File: src/rtl/rfphoenix_issue_buffer.sv
// ---------------------------------------------------------------------------
// rfphoenix_issue_buffer
//
// Small in-order FIFO between the decoder and the execute pipeline. The head
// entry is shown to the register scoreboard on sb_db. The scoreboard replies
// one cycle later on sb_can_issue. The head is launched into a registered
// issue stage (iss_v/iss_bus) under a valid/ready handshake with execute.
// A flush (rollback / branch miss) empties the buffer and the issue register.
//
// Parameters:
//   DEPTH  number of buffered instructions (power of two, 2..16)
//   AW     pointer width, $clog2(DEPTH)
//
// Ports:
//   clk, rst        clock; asynchronous active-high reset
//   dec_v/dec_bus   decoder instruction in; dec_ready = accepted this cycle
//   sb_db           head entry to the scoreboard (.v = 0 when empty)
//   sb_can_issue    registered scoreboard verdict for last cycle's sb_db
//   will_issue      head issues this cycle (also clears scoreboard target)
//   ex_ready        execute stage can accept
//   iss_v/iss_bus   issue register
//   flush           discard everything buffered and in the issue register
//   count           entries currently held (0..DEPTH)
//
// Optional build macro RFPHOENIX_ISSUE_STATS_EN adds the 32-bit counters
// stat_issued, stat_dep_stall and stat_full.
// ---------------------------------------------------------------------------
package rfPhoenixPkg;
  typedef struct packed {
    logic        v;
    logic [6:0]  opcode;
    logic [4:0]  ra;
    logic [4:0]  rb;
    logic [4:0]  rt;
    logic [31:0] imm;
  } DecodeBus;
endpackage

module rfphoenix_issue_buffer
  import rfPhoenixPkg::*;
#(
  parameter int DEPTH = 4,
  parameter int AW    = $clog2(DEPTH)
) (
  input  logic          clk,
  input  logic          rst,
  input  logic          dec_v,
  input  DecodeBus      dec_bus,
  output logic          dec_ready,
  output DecodeBus      sb_db,
  input  logic          sb_can_issue,
  output logic          will_issue,
  input  logic          ex_ready,
  output logic          iss_v,
  output DecodeBus      iss_bus,
  input  logic          flush,
  output logic [AW:0]   count
`ifdef RFPHOENIX_ISSUE_STATS_EN
  ,
  output logic [31:0]   stat_issued,
  output logic [31:0]   stat_dep_stall,
  output logic [31:0]   stat_full
`endif
);

  localparam logic [AW:0] DEPTH_C = (AW+1)'(DEPTH);

  DecodeBus          mem [DEPTH];
  logic [AW-1:0]     wr_ptr_reg;
  logic [AW-1:0]     rd_ptr_reg;
  logic [AW:0]       count_reg;
  logic              head_settled_reg;
  logic              iss_v_reg;
  DecodeBus          iss_bus_reg;

  logic              not_empty;
  logic              full;
  logic              push;

  assign not_empty = (count_reg != '0);
  assign full      = (count_reg == DEPTH_C);

  // Head is read asynchronously so the scoreboard sees it in the same cycle.
  always_comb begin
    sb_db   = mem[rd_ptr_reg];
    sb_db.v = not_empty;
  end

  // sb_can_issue refers to last cycle's sb_db, so it is only trusted once the
  // head has been on sb_db unchanged for a full cycle (head_settled_reg).
  assign will_issue = not_empty & head_settled_reg & sb_can_issue & ex_ready & ~flush;
  assign dec_ready  = ~full | will_issue;
  assign push       = dec_v & dec_ready & ~flush;

  // Storage array; no reset needed, occupancy is tracked by the pointers.
  always_ff @(posedge clk) begin
    if (push) begin
      mem[wr_ptr_reg] <= dec_bus;
    end
  end

  always_ff @(posedge clk or posedge rst) begin
    if (rst) begin
      wr_ptr_reg       <= '0;
      rd_ptr_reg       <= '0;
      count_reg        <= '0;
      head_settled_reg <= 1'b0;
      iss_v_reg        <= 1'b0;
      iss_bus_reg      <= '0;
    end else if (flush) begin
      wr_ptr_reg       <= '0;
      rd_ptr_reg       <= '0;
      count_reg        <= '0;
      head_settled_reg <= 1'b0;
      iss_v_reg        <= 1'b0;
    end else begin
      if (push) begin
        wr_ptr_reg <= wr_ptr_reg + AW'(1);
      end
      if (will_issue) begin
        rd_ptr_reg <= rd_ptr_reg + AW'(1);
      end
      case ({push, will_issue})
        2'b10:   count_reg <= count_reg + (AW+1)'(1);
        2'b01:   count_reg <= count_reg - (AW+1)'(1);
        default: count_reg <= count_reg;
      endcase
      // A head that was presented this cycle and not popped is the same head
      // next cycle. A push into an empty buffer creates a fresh, unsettled head.
      head_settled_reg <= not_empty & ~will_issue;
      if (will_issue) begin
        iss_bus_reg <= sb_db;
        iss_v_reg   <= 1'b1;
      end else if (ex_ready) begin
        iss_v_reg   <= 1'b0;
      end
    end
  end

  assign count   = count_reg;
  assign iss_v   = iss_v_reg;
  assign iss_bus = iss_bus_reg;

`ifdef RFPHOENIX_ISSUE_STATS_EN
  logic [31:0] stat_issued_reg;
  logic [31:0] stat_dep_stall_reg;
  logic [31:0] stat_full_reg;

  // Counters ignore flush; they only clear on reset and wrap naturally.
  always_ff @(posedge clk or posedge rst) begin
    if (rst) begin
      stat_issued_reg    <= '0;
      stat_dep_stall_reg <= '0;
      stat_full_reg      <= '0;
    end else begin
      if (will_issue) begin
        stat_issued_reg <= stat_issued_reg + 32'd1;
      end
      if (not_empty & head_settled_reg & ex_ready & ~sb_can_issue) begin
        stat_dep_stall_reg <= stat_dep_stall_reg + 32'd1;
      end
      if (full & dec_v & ~dec_ready) begin
        stat_full_reg <= stat_full_reg + 32'd1;
      end
    end
  end

  assign stat_issued    = stat_issued_reg;
  assign stat_dep_stall = stat_dep_stall_reg;
  assign stat_full      = stat_full_reg;
`endif

endmodule

File: config.mk
export PLATFORM = sky130hd
export DESIGN_NAME = rfphoenix_issue_buffer
export DESIGN_NICKNAME = d
export VERILOG_FILES = /design/src/rtl/rfphoenix_issue_buffer.sv
export SDC_FILE = /design/constraint.sdc
export NUM_CORES = 1
export LEC_CHECK = 0
export CAP_MARGIN = 20
export CORE_ASPECT_RATIO = 1.1
export CORE_MARGIN = 10
export CORE_UTILIZATION = 30
export CTS_BUF_LIST = sky130_fd_sc_hd__clkbuf_4 sky130_fd_sc_hd__clkbuf_8
export CTS_CLUSTER_SIZE = 14
export DETAILED_ROUTE_END_ITERATION = 10
export PLACE_DENSITY = 0.61
export RECOVER_POWER = 25
export SYNTH_ARGS = -nofsm -noshare
export SYNTH_HDL_FRONTEND = slang
export SYNTH_SLANG_ARGS = --single-unit
File: constraint.sdc
create_clock -name clk -period 3.1 [get_ports clk]
set_input_delay 0.62 -clock clk [delete_from_list [all_inputs] [get_ports clk]]
set_output_delay 0.62 -clock clk [all_outputs]
set_load 0.005 [all_outputs]
* Yosys cells after proc, flatten, opt, wreduce, memory -nomap -nowiden
Memories as Yosys holds them, arrays and structs flattened. Index checks and enable logic that the tools add are counted.
Word-level totals: register bits 64, bits in writable memories 220, output and inout port bits 116, logic and storage cells 48, memories kept 1
Memory list:
- mem | words 4, bits a word 55, rd ports 1, clocked after Yosys merged registers in 0, write ports 1, line 68 | DecodeBus mem [DEPTH];
Operators by class: $add $sub $neg 4, equal/unequal tests 3, mux-type cells 12, bitwise logic cells 11, reduce and logical (&&, ||, !) cells 6
Operators with widths (number):
- 3-bit nonzero test | 3
- 2-bit 2-to-1 mux | 4
- 1-bit bitwise AND | 7
- 1-bit 2-to-1 mux | 6
- 3-bit one-hot mux with 2 select lines | 1
- 2-bit by 1-bit adder with 2-bit output (second input constant) | 2
- 2-bit nonzero test | 2
- 3-bit by 1-bit adder with 3-bit output (second input constant) | 1
- 3-bit equality test (second input constant) | 1
- 3-bit 2-to-1 mux | 1
- 1-bit NOT | 3
- 3-bit by 1-bit subtractor with 3-bit output (second input constant) | 1
- 2-bit by 1-bit equality test with 1-bit output (second input constant) | 1
- 2-bit equality test (second input constant) | 1
- 2-bit AND reduction | 1
- 1-bit OR | 1

* Depth between registers and ports, before layout
word-level depth 11, gate-level depth with buffers 7, mapped depth without buffers 7

* Worst setup path after synthesis
No wires, ideal clock.
path type input to register, start point input port ex_ready, end point memory mem[2][0] (netlist bit), enable pin, data arrival time 2543 ps, setup slack 140 ps, cell stages on the path 4, cell sequence and3_1 > nor2_1 > nor3b_1 > and2_1
Between the ends: longest elaborated chain between the ends 7
RTL lines:
- from (decl) | line 53 | input logic ex_ready,
- 1-bit bitwise AND (2 in series) | line 91 | assign will_issue = not_empty & head_settled_reg & sb_can_issue & ex_ready & ~flush;
- 1-bit OR | line 92 | assign dec_ready = ~full | will_issue;
- 1-bit bitwise AND (2 in series) | line 93 | assign push = dec_v & dec_ready & ~flush;
- 1-bit 2-to-1 mux | line 97 | if (push) begin
- 1-bit 2-to-1 mux (not written as such) | line 98 | mem[wr_ptr_reg] <= dec_bus;
- to (decl) | line 68
No other way between the ends.

==> out/results.tsv <==
metric	value	unit
EDFF count, synth	216	
Worst R2R Path Depth	7	
Peak Freq	0.339	GHz
Warnings, synthesis	0	
critical path endpoint category	primary output	
top cells by area, synth	edfxtp_1 61%, dfrtp_1 15%, mux4_2 12%	
RSZ-0062 raised after global routing	false	
buffers added on ports	175	
post-synth top area share	61.5	%
post-DP HPWL	15200	um
Post-DRT Antenna Nets	0	
Power Dens Cells	634	nW/um^2
Post-Syn Nets	526	
max-cap viol count	0	
crit path max fanout	18	
via count	5220	
Remaining DRCs	0	
worst vdd ir	336	uV
Fin. Hold Viols	0	
First DRT Iteration DRCs	156	
vias in the first global route	5849	
DR vias/cell	4.48	
Synth Instances	460	
share of cells above drive strength 1	31.8	%
actual slew at the worst max-slew pin	0.653	ns
Ports	177	
initial antenna violation count	5	
Cell Area, Synth	10500	um^2
final worst path period share	95.3	%
Clock Skews	0.0235	ns
Avg Cell Area, Syn	22.9	um^2
synth cell count leaders	216 x edfxtp_1, 64 x dfrtp_1, 54 x mux4_2	
Worst R2R End	count[2]	
Largest register FFs	216	
Worst-path clk slew	0.06	ns
starting density of the core	30.6	%
Core ar.	34500	um^2
Place WS	0.170	ns
grt ovf	0	
largest net degree at the start of global routing	35	
Die H	217	um
worst setup margin	0.146	ns
hold buffer count at cts	0	
Clock Tree Buf Depth	3	
Layout area overhead	33.4	%
CP startpoint kind	flop	
global placer's final weighted congestion	0.696	
root buf cell	clkbuf_8	
Global Route Usage Sum	11.1	%
Pre-Repair DR Iteration Count	4	
R2R Setup Slk	0.97	ns
most common cell in the netlist	edfxtp_1	
cell row count	71	
fraction of registers with async set/reset	22.9	%
hold crit path type	input port to async pin	
status	complete, no violations	
first-pass GRT wire length	36600	um
area leader, netlist	edfxtp_1	
setup TNS	0	ns
worst skew pair latency	0.55	ns
final setup fails	0	
layout net count	753	
Final min period	2.95	ns
Die Wd	199	um
htree depth	2	
CTS sink count	280	
FF-to-FF Start	count[1]	
CP arrival	2.33	ns
Netlist cell types	38	
WL per Instance	20.4	um
relative slew slack	56.5	%
drt total wl	23700	um
Die Area	43100	um^2
ys flop type	edfxtp_1	
CTS Buf Count	48	
Static Leak	5.00	nW
CP required	2.48	ns
Synth Register Bits	280	
Seq/Total Area, Yosys	76.7	%
CP Class	flop to primary output	
max-slew violation count	0	
CTS tree	yes	
[per-stage QoR]
step                instances  power (mW)  hold WS, ns  area [um^2]  util [%]
floorplan                 460        4.85        0.465        10500         -
global placement         1073        5.50        0.454        13000      37.7
detailed placement       1073        5.52        0.456        13000      37.7
CTS                      1162        9.11        0.420        14000      40.8
global route             1163        9.35        0.473        14100      40.8
finish                   1165        8.91        0.444        14100      40.8
[critical path, stage by stage, from the launching register on]
cell and delay [ns]:
dfrtp_4 0.51, buf_12 0.23, mux4_2 0.57, clkdlybuf4s50_1 0.48
[area by class of cell]
type,count,area (um^2)
Inverter,4,16.3
Timing Repair Buffer,197,2070
Tap cell,438,548
Fill cell,3116,20400
Multi-Input combinational cell,156,2300
Clock buffer,79,943
Clock inverter,8,87.6
Antenna cell,3,7.51
Sequential cell,280,8090
[where the power goes]
group | switching [mW] | total, mW | internal, mW
Sequential | 0.111 | 4.42 | 4.31
Clock | 1.43 | 3.51 | 2.08
Combinational | 0.340 | 0.987 | 0.648
Total | 1.88 | 8.91 | 7.04
[per-layer routing]
layer  share of wire, %  track usage, %
met2                 50            18.6
met4                2.2            3.51
met3                7.4            3.89
met5              0.055               0
met1                 40            13.0
[how the worst max path moves through the flow]
stage / from / end / depth (start not counted)
2_1_floorplan: ex_ready / mem[2][0] / 4
5_1_grt: rd_ptr_reg[0] / sb_db[9] / 3
3_3_place_gp: ex_ready / dec_ready / 6
4_1_cts: rd_ptr_reg[0] / sb_db[53] / 3
6_report: rd_ptr_reg[0] / sb_db[48] / 3
3_5_place_dp: ex_ready / dec_ready / 6
[cell usage in the layout (no fill, tap or decap), types with 2 or more instances in the layout]
master           netlist  layout
buf_12                 0      11
clkdlybuf4s50_1        0     126
clkbuf_8               0      56
nor2_1                 8       8
mux4_2                54      54
dfrtp_1               64      62
ha_1                   4       4
mux2_4                27      27
o21ai_0                2       2
inv_1                  3       2
clkinv_1               0       2
and3_1                 2       2
dlymetal6s2s_1         0       4
mux2_2                28      28
xor2_1                 2       2
clkbuf_4               0      23
diode_2                0       3
and2_4                 0       4
nand2b_1               2       2
buf_4                  1      10
bufinv_16              0       2
nand3_1                2       2
dlygate4sd3_1          0      45
clkinv_2               0       5
edfxtp_1             216     216
nor2b_1                2       2
[logic make-up after synthesis]
logic type                 count (synthesis)  synth area share, %
DFF                                      280                 76.7
muxes                                    111                 18.6
and+or+nand+nor                           31                 1.84
buffers and inverters                     24                 1.64
AOI/OAI and AO/OA                          6                0.379
adders and majority gates                  5                0.664
xor gates and xnor gates                   3                0.249
[what timing repair did]
action                     in CTS  in global routing
setup endpoints to repair      45                  4
pin swaps                       0                  0
gates resized for setup         1                  4
setup buffers                   2                  0
(Power assumes the default switching activity.)
